### src/rtl/seg7_pkg.sv
// Shared types and constants for the 4-digit 7-segment scan driver.
package seg7_pkg;
  typedef enum logic {BLANK, SCAN} state_t;

  localparam int SEG_LSB = 0;
  localparam int COM_LSB = 8;
  localparam int COLON   = 12;

  // Active-high segment codes, bit0 = a
  localparam logic [6:0] FONT [16] = '{
    7'h3F, 7'h06, 7'h5B, 7'h4F, 7'h66, 7'h6D, 7'h7D, 7'h07,
    7'h7F, 7'h6F, 7'h77, 7'h7C, 7'h39, 7'h5E, 7'h79, 7'h71
  };

  typedef struct packed {
    logic [15:0] hex;
    logic [3:0]  dp;
    logic [3:0]  blank;
    logic        colon;
  } disp_t;

  localparam disp_t DISP_RST = '{hex: 16'h0000, dp: 4'h0, blank: 4'hF, colon: 1'b0};
endpackage

### src/rtl/seg7_hex_decode.sv
// Nibble + decimal point + blank to active-high {dp,g..a} segment code.
module seg7_hex_decode
  import seg7_pkg::*;
(
  input  logic [3:0] nib,
  input  logic       dp,
  input  logic       blank,
  output logic [7:0] seg
);
  assign seg = blank ? 8'h00 : {dp, FONT[nib]};
endmodule

### src/rtl/seg7_scan_driver.sv
// Time-multiplexed 4-digit 7-segment driver; shadowed updates commit only at frame start.
module seg7_scan_driver
  import seg7_pkg::*;
#(
  parameter int C_SCAN_CYCLES    = 2500,
  parameter int C_BLANK_CYCLES   = 16,
  parameter int C_SEG_ACTIVE_LOW = 0,
  parameter int C_COM_ACTIVE_LOW = 0
) (
  input  logic        CLK,
  input  logic        RST,
  input  logic        IN_VALID,
  output logic        IN_READY,
  input  logic [15:0] IN_HEX,
  input  logic [3:0]  IN_DP,
  input  logic [3:0]  IN_BLANK,
  input  logic        IN_COLON,
  output logic        FRAME_TICK,
  output logic [13:0] PINS
);
  localparam int CMAX = (C_SCAN_CYCLES > C_BLANK_CYCLES) ? C_SCAN_CYCLES : C_BLANK_CYCLES;
  localparam int CW   = $clog2(CMAX);
  localparam logic [CW-1:0] SCAN_END  = CW'(C_SCAN_CYCLES - 1);
  localparam logic [CW-1:0] BLANK_END = CW'(C_BLANK_CYCLES - 1);
  localparam logic SEG_INV = (C_SEG_ACTIVE_LOW != 0);
  localparam logic COM_INV = (C_COM_ACTIVE_LOW != 0);
  // Spare pin 13 follows segment polarity so it always sits at the inactive level
  localparam logic [13:0] POL_MASK = {{2{SEG_INV}}, {4{COM_INV}}, {8{SEG_INV}}};

  state_t        state;
  logic [1:0]    digit;
  logic [CW-1:0] cnt;
  disp_t         shadow, active;
  logic          pending;

  logic          xfer, commit, pending_nxt;
  logic [7:0]    seg_code;
  logic [13:0]   pins_nxt;

  assign xfer        = IN_VALID & IN_READY;
  assign commit      = pending & (state == BLANK) & (digit == 2'd0) & (cnt == '0);
  assign pending_nxt = commit ? 1'b0 : (pending | xfer);

  seg7_hex_decode u_dec (
    .nib   (active.hex[{digit, 2'b00} +: 4]),
    .dp    (active.dp[digit]),
    .blank (active.blank[digit]),
    .seg   (seg_code)
  );

  always_comb begin
    pins_nxt = '0;
    if (state == SCAN) begin
      pins_nxt[SEG_LSB +: 8] = seg_code;
      pins_nxt[COM_LSB +: 4] = 4'b0001 << digit;
      pins_nxt[COLON]        = active.colon;
    end
    pins_nxt = pins_nxt ^ POL_MASK;
  end

  always_ff @(posedge CLK or posedge RST) begin
    if (RST) begin
      state      <= BLANK;
      digit      <= '0;
      cnt        <= '0;
      shadow     <= DISP_RST;
      active     <= DISP_RST;
      pending    <= 1'b0;
      IN_READY   <= 1'b1;
      FRAME_TICK <= 1'b0;
      PINS       <= POL_MASK;
    end else begin
      PINS       <= pins_nxt;
      FRAME_TICK <= commit;
      pending    <= pending_nxt;
      // Ready tracks next pending so it drops right after a transfer
      IN_READY   <= ~pending_nxt;
      if (xfer)   shadow <= '{hex: IN_HEX, dp: IN_DP, blank: IN_BLANK, colon: IN_COLON};
      if (commit) active <= shadow;
      case (state)
        BLANK: begin
          if (cnt == BLANK_END) begin
            state <= SCAN;
            cnt   <= '0;
          end else cnt <= cnt + CW'(1);
        end
        SCAN: begin
          if (cnt == SCAN_END) begin
            state <= BLANK;
            cnt   <= '0;
            digit <= digit + 2'd1;
          end else cnt <= cnt + CW'(1);
        end
        default: state <= BLANK;
      endcase
    end
  end
endmodule

### config.mk
export PLATFORM = sky130hd
export DESIGN_NAME = seg7_scan_driver
export DESIGN_NICKNAME = d
export VERILOG_FILES = /design/src/rtl/seg7_pkg.sv /design/src/rtl/seg7_hex_decode.sv /design/src/rtl/seg7_scan_driver.sv
export SDC_FILE = /design/constraint.sdc
export NUM_CORES = 1
export LEC_CHECK = 0
export ABC_AREA = 1
export ABC_CLOCK_PERIOD_IN_PS = 3400
export BUFFER_PORTS_ARGS = -buffer_cell sky130_fd_sc_hd__clkbuf_2
export CORE_MARGIN = 10
export CORE_UTILIZATION = 40
export DETAILED_ROUTE_END_ITERATION = 8
export SLEW_MARGIN = 30
export SYNTH_ARGS = -nofsm -noshare
export SYNTH_HDL_FRONTEND = slang
export SYNTH_SLANG_ARGS = --single-unit
export TNS_END_PERCENT = 5
### constraint.sdc
create_clock -name CLK -period 3.4 [get_ports CLK]
set_input_delay 0.17 -clock CLK [delete_from_list [all_inputs] [get_ports CLK]]
set_output_delay 0.17 -clock CLK [all_outputs]
set_load 0.05 [all_outputs]
[After elaboration in Yosys (flattened, before gate mapping)]
Memory sizes are Yosys's and may differ from the RTL's.
Index checks and enable logic that the tools add are counted.
Operators by class
  add/subtract/negate cells: 2
  $lt $le $gt $ge: 2
  equality and inequality tests: 2
  shift-type cells: 2
  muxes and demuxes: 15
  bitwise operators: 8
  reduce and logical (&&, ||, !) cells: 3
Operators by type and width (count)
  two-way mux 12 bit: 2
  one-hot mux 12 bit (2 select lines): 1
  variable part select 16 x 5 -> 4 bit: 1
  two-way mux 7 bit: 2
  two-way mux 13 bit: 1
  adder 12 x 1 -> 12 bit, second input constant: 1
  equality test 12 bit, second input constant: 1
  equality test 12 x 4 -> 1 bit, second input constant: 1
  zero test 12 bit: 1
  two-way mux 8 bit: 1
  >= comparator 5 bit, second input constant: 1
  two-way mux 1 bit: 5
  NOT 4 -> 5 bit: 1
  bitwise AND 1 bit: 4
  binary-select mux 1 bit (select 2 bit): 2
  left shift 1 x 2 -> 4 bit, first input constant: 1
  less-than comparator 2 x 3 -> 1 bit, second input constant: 1
  adder 2 x 1 -> 2 bit, second input constant: 1
  zero test 2 bit: 1
  NOT 1 bit: 2
  one-hot mux 1 bit (2 select lines): 1
  AND reduction 2 bit: 1
  bitwise OR 1 bit: 1
Word-level totals
  bits in registers: 81
  memory bits (read-only): 112
  bits of input ports: 28
  output and inout bits: 16
  logic and storage cells: 50
  memories kept: 1
Memories
  (no name shown): depth 16, bits a word 7, read ports 1, clocked after Yosys merged registers in 0, write ports 0, line seg7_hex_decode.sv:10  | assign seg = blank ? 8'h00 : {dp, FONT[nib]};

[Longest topological paths before layout]
  depth in word-level cells: 7
  gate-level depth with buffers: 12

[By module]
Synthesis repeated with hierarchy kept, for this count alone.
Unflattened totals
  cells, all modules: 470
  area total of the unflattened synthesis: 3882.5 µm²
By module, submodules not included
  seg7_scan_driver: times used 1, cells each 420, area an instance 3601.0 µm², sequential area each 2038.2 µm²
  seg7_hex_decode: times used 1, cells each 50, area an instance 281.5 µm², sequential area each 0.0 µm²

[Least setup slack after synthesis]
Ideal clock, no wire load.
  path kind: flip-flop to flip-flop
  start: register digit[1]
  end: register PINS[3]
  setup time: 117 ps
  arrival: 1525 ps
  required time: 3283 ps
  slack: 1758 ps
  cell stages (with the launch flop): 11
  path buffers: 1
  period minus slack after synthesis: 1642 ps
  path through: dfrtp_1 > buf_2 > inv_2 > nand3_1 > nand2_1 > inv_1 > ha_1 > nand3_1 > nand3_1 > nand2_1 > nor2_1
Between the ends
  longest elaborated chain between the ends: 7
  elaborated cells on any way between the ends: 9
  classes of those cells: shift: 1; mux: 6; bitwise: 1; memory: 1
Ends and longest elaborated chain
  from (decl): line seg7_scan_driver.sv:31  | logic [1:0] digit;
  from (signal assigned): line seg7_scan_driver.sv:91  | digit <= digit + 2'd1;
  variable part select 16 x 5 -> 4 bit: line seg7_scan_driver.sv:45  | .nib (active.hex[{digit, 2'b00} +: 4]),
  NOT 4 -> 5 bit (not written as such): line seg7_hex_decode.sv:10
  memory read (16 x 7 bit)
  two-way mux 7 bit (not written as such) (2 in series): line seg7_hex_decode.sv:10
  two-way mux 8 bit (*): line seg7_hex_decode.sv:10
  two-way mux 13 bit (*): line seg7_scan_driver.sv:53  | if (state == SCAN) begin
  named net pins_nxt[3]: line seg7_scan_driver.sv:38  | logic [13:0] pins_nxt;
  to (signal assigned): line seg7_scan_driver.sv:73  | PINS <= pins_nxt;
  to (decl): line seg7_scan_driver.sv:19  | output logic [13:0] PINS
The timed path passes the listed nets; every way through them passes the cells marked *. The select of a mux whose other input is x is not followed.
A chain may end at the register's enable or synchronous reset.

[Worst setup path in the final report]
  start: register digit[0]
  end: register PINS[3]
Same word-level chain as after synthesis.

==> results.md <==
- The count of final hold-check violations is 0.
- Buffers added to address setup during post-CTS repair amount to 0.
- Of all cell types, the one taking the most synthesized area is sky130_fd_sc_hd__dfrtp_1.
- Ranked by total cell area, the synthesized netlist is headed by sky130_fd_sc_hd__dfrtp_1, sky130_fd_sc_hd__nand2_1, sky130_fd_sc_hd__dfstp_2, sky130_fd_sc_hd__ha_1, sky130_fd_sc_hd__nand2_2.
- The remaining global-route overflow is 0.
- Hold timing on the final database bottoms out at a slack of 0.0156 ns.
- Tracing the worst setup path back leads to its startpoint at digit[0].
- Headroom to the max-slew limit came out at 43.4%.
- The type of the worst setup path is flip-flop to flip-flop.
- The end point of the critical path is PINS[3].
- The initial antenna violation count came to 0.
- The startpoint identified for the worst register-to-register timing path is digit[0].
- IR analysis of the VDD net gives a maximum drop of about 0.26 mV.
- In this run, CTS created clock tree buffers numbering 9.
- The global-route wire length before repair is 13400 um.
- The synthesis warning total is 0.
- Setup repair after global routing left no endpoint under its margin.
- Port buffering added 42 buffers.
- In this run the worst path has a maximum fanout of 16.
- The clock slew at the register clock pins of the worst setup and hold paths is 0.08 ns.
- The synthesized design devotes to its leading area cell type 46.6% of total area.
- Data on the critical path is required at its endpoint by around 3.7 ns.
- For this run, the slowest stage of the critical path takes 0.66 ns.
- The post-cts hold buffer count is 7.
- The residual antenna-violating net count after detailed routing is 0.
- The floorplan step defined a die boundary enclosing between 10000 and 15000 um2.
- The final instance area is 4450 um2.
- Counting distinct cell types in the post-synthesis netlist gives 34.
- The violation count after the first detailed-route iteration is 143.
- The time the final worst path needs with I/O delays and setup is 2.06 ns.
- The leakage power is 2.38 nW.
- The maximum level of the CTS H-tree is 3.
- Before CTS, the worst setup slack after placement is 1.38 ns.
- The total of fill cells in the finished design is 912.
- The slowest cell on the critical path is sky130_fd_sc_hd__dfrtp_1.
- For this configuration, the core starts out at a cell density of 41.5%.
- Counting every instance in the synthesized netlist gives 455.
- After detailed placement, the total cell area comes to 4150 um2.
- STA classifies the critical path endpoint as a flip-flop.
- The async set-reset flop share out of synthesis is 100%.
- From synthesis to final layout, the design area changed by 15.1%.
- The latest clock arrival within the worst-skew pair is 0.34 ns.
- The tool flagged a number of max-cap violations equal to 0.
- The synthesized design contains 0 enable-type register cells.
- The routed layout has ~2800 vias.
- The register bit count reported by yosys is 81.
- The die boundary width is between 100 and 150 um.
- The worst setup path is launched from a flip-flop.
- The number of antenna diodes in the final layout is 0.
- During I/O placement, the number of pins put on the boundary was 44.
- The worst register-to-register path has a setup slack of 1.34 ns.
- Setup total negative slack on the finished layout was measured at 0 ns.
- The dominant synthesized flop cell is sky130_fd_sc_hd__dfrtp_1.
- In the post-route analysis, the smallest setup slack over all paths is ~1.3 ns.
- The CTS tree is yes.
- The critical path contains buffers and inverters numbering 3 combined.
- The number of nets in the layout is 545.
- The final-report setup violation count is 0.
- Sequential elements use 52.7% of the synthesized area.
- The run finished with clean final reports.
- The sink count of the clock tree is 81.
- The number of cells on the worst reg-to-reg path is 11.
- The wire-length estimate of the detail-placed layout is 5430 um.
- Routability-driven placement finished with a final weighted congestion of between 0.8 and 0.9.
- Walking the worst path, the cells encountered are inv_2 -> nand2_1 -> nand3_1 -> nand2_1 -> inv_1 -> ha_1 -> inv_1 -> nand2_1 -> nand3_1 -> nand2_1 -> nor2_1.
- The net count after synthesis is 495.
- The startpoint of the lowest-slack hold path is IN_HEX[1].
- Measured on the finished design, the core utilization comes to 47.7%.
- Once the clock tree was built, the resizer swapped 0 gates to a different size.
- The cell area after synthesis is 3870 um2.
- The number of buffers on the longest clock path is 2.
- The count of pins over their slew limit is 0.
- The data arrival time of the critical path is about 2.3 ns.
- The number of global-route vias before repair was 2769.
- The vertical extent of the die is 118 um.
- For the pin with the worst max-slew slack, the measured transition is between 0.8 and 0.9 ns.
- The routed wirelength normalized by instance count is between 10 and 15 um.
- The iteration count of the initial detailed-routing pass is 4.
- The number of cells on the critical path is 11.
- The maximum operating frequency is 485 MHz.
- The post-detailed-route DRC marker count is 0.
- The fraction of the cycle the final worst path needs is between 60% and 70%.
- The worst clock skew on the final layout is roughly 0.01 ns.
- The cell that appears most often on the critical path is sky130_fd_sc_hd__nand2_1.
- The clock root buffer is sky130_fd_sc_hd__clkbuf_8.
- For this design the ratio of total power to cell area is 468 nW/um2.
- The row count is 35.
- The worst reg2reg path endpoint is PINS[3].
- Across every metal layer, demand over resource in global routing totals between 10 and 15%.
- The routed wire length is slightly below 8000 um.
- Entering global routing, the biggest net connects between 50 and 60 pins.
- The path type of the worst min-delay path is primary input to flip-flop.
- The core region is 9330 um2.
- Grouping stages by cell kind, the critical path spends the most delay in simple AND/OR/NAND/NOR gates.
- The mean post-synth cell area is 8.51 um2.
- In the routed layout, each cell is associated on average with a via count of 4.45.
- The post-route netlist has 22.0% of its cells at a drive strength greater than 1.
-- per-layer routing --
layer | GRT usage (%) | share of wire (%) | vias up | wire length (um)
li1 | - | - | 1502 | -
met1 | 15.2 | 50 | 1275 | 3860
met2 | 16.7 | 43 | 60 | 3330
met3 | 3.66 | 5.2 | 8 | 398
met4 | 3.71 | 1.1 | 0 | 87
met5 | 0 | 0 | - | 0
-- power breakdown --
group          internal, W  switching [W]  total (W)
registers          0.00107      0.0000678    0.00114
logic            0.0000621      0.0000888   0.000151
clock network     0.000454       0.000335   0.000789
-- flip-flops by register name (all words and copies together), names as in the netlist --
register	count
active	25
pending	1
digit	2
PINS	13
shadow	25
state	1
IN_READY	1
FRAME_TICK	1
cnt	12
-- cells in the final DEF, fill, tap and decap left out, drive strengths merged, types with 9 or more instances in the layout --
cell and n:
ha 12, nand3 27, dfstp 9, inv 39
dfrtp 72, o21ai 13, clkbuf 55, nand2 205
nor2 33
-- layout make-up --
| class | count | area (um2) | share of cell area [%] |
|---|---|---|---|
| clock buffer | 13 | 159 | 3.57 |
| clock inverter | 3 | 65.1 | 1.46 |
| inverter | 40 | 160 | 3.60 |
| multi-input combinational | 321 | 1560 | 35.1 |
| sequential | 81 | 2040 | 45.8 |
| tap | 129 | 161 | 3.62 |
| timing repair buffer | 52 | 305 | 6.86 |
-- worst min-delay path by stage --
| stage | endpoint | slack (ns) | depth (start not counted) |
|---|---|---|---|
| 2_1_floorplan | shadow[1] | 0.26 | 2 |
| 3_3_place_gp | shadow[0] | 0.35 | 2 |
| 3_5_place_dp | shadow[2] | 0.35 | 3 |
| 4_1_cts | shadow[6] | 0.0001 | 3 |
| 5_1_grt | shadow[6] | 0.003 | 3 |
| 6_report | shadow[10] | 0.02 | 3 |
-- worst min-delay path, cell delays in order --
cell and delay, ns:
sky130_fd_sc_hd__clkbuf_2 0.07, sky130_fd_sc_hd__nand2_1 0.04, sky130_fd_sc_hd__nand2_1 0.04
-- cells by family (layout without fill, tap and decap cells) --
| family | after synthesis | in the layout | share of synthesized area, % |
|---|---|---|---|
| DFF | 81 | 81 | 52.7 |
| adders and majority gates | 12 | 12 | 3.88 |
| AOI/OAI and AO/OA | 23 | 23 | 3.59 |
| other | 1 | 1 | 0.0969 |
| buffers and inverters | 53 | 108 | 6.92 |
| xor gates and xnor gates | 9 | 9 | 2.04 |
| and+or+nand+nor | 276 | 276 | 30.8 |
-- cell usage after synthesis, types with 2 or more instances --
| library cell | count |
|---|---|
| sky130_fd_sc_hd__clkbuf_1 | 5 |
| sky130_fd_sc_hd__o21ai_0 | 3 |
| sky130_fd_sc_hd__nand2_2 | 23 |
| sky130_fd_sc_hd__xor2_1 | 8 |
| sky130_fd_sc_hd__nand2_1 | 181 |
| sky130_fd_sc_hd__dfrtp_1 | 72 |
| sky130_fd_sc_hd__nor2_4 | 2 |
| sky130_fd_sc_hd__nor2_1 | 28 |
| sky130_fd_sc_hd__ha_1 | 12 |
| sky130_fd_sc_hd__a21oi_1 | 7 |
| sky130_fd_sc_hd__buf_2 | 2 |
| sky130_fd_sc_hd__nand4_1 | 5 |
| sky130_fd_sc_hd__nor3_1 | 5 |
| sky130_fd_sc_hd__buf_4 | 2 |
| sky130_fd_sc_hd__o21ai_1 | 6 |
| sky130_fd_sc_hd__o21ai_2 | 4 |
| sky130_fd_sc_hd__nand3_1 | 25 |
| sky130_fd_sc_hd__nor2_2 | 3 |
| sky130_fd_sc_hd__dfstp_2 | 9 |
| sky130_fd_sc_hd__nand3_2 | 2 |
| sky130_fd_sc_hd__inv_2 | 6 |
| sky130_fd_sc_hd__buf_12 | 2 |
| sky130_fd_sc_hd__inv_1 | 32 |
-- stage by stage --
step / power (W) / cells
after detailed placement: 0.00131 / 615
after floorplan: 0.00125 / 455
final: 0.00208 / 639
after global routing: 0.00218 / 639
after global placement: 0.00130 / 615
after CTS: 0.00211 / 638
Note: power is estimated with default switching activity, not from simulation.
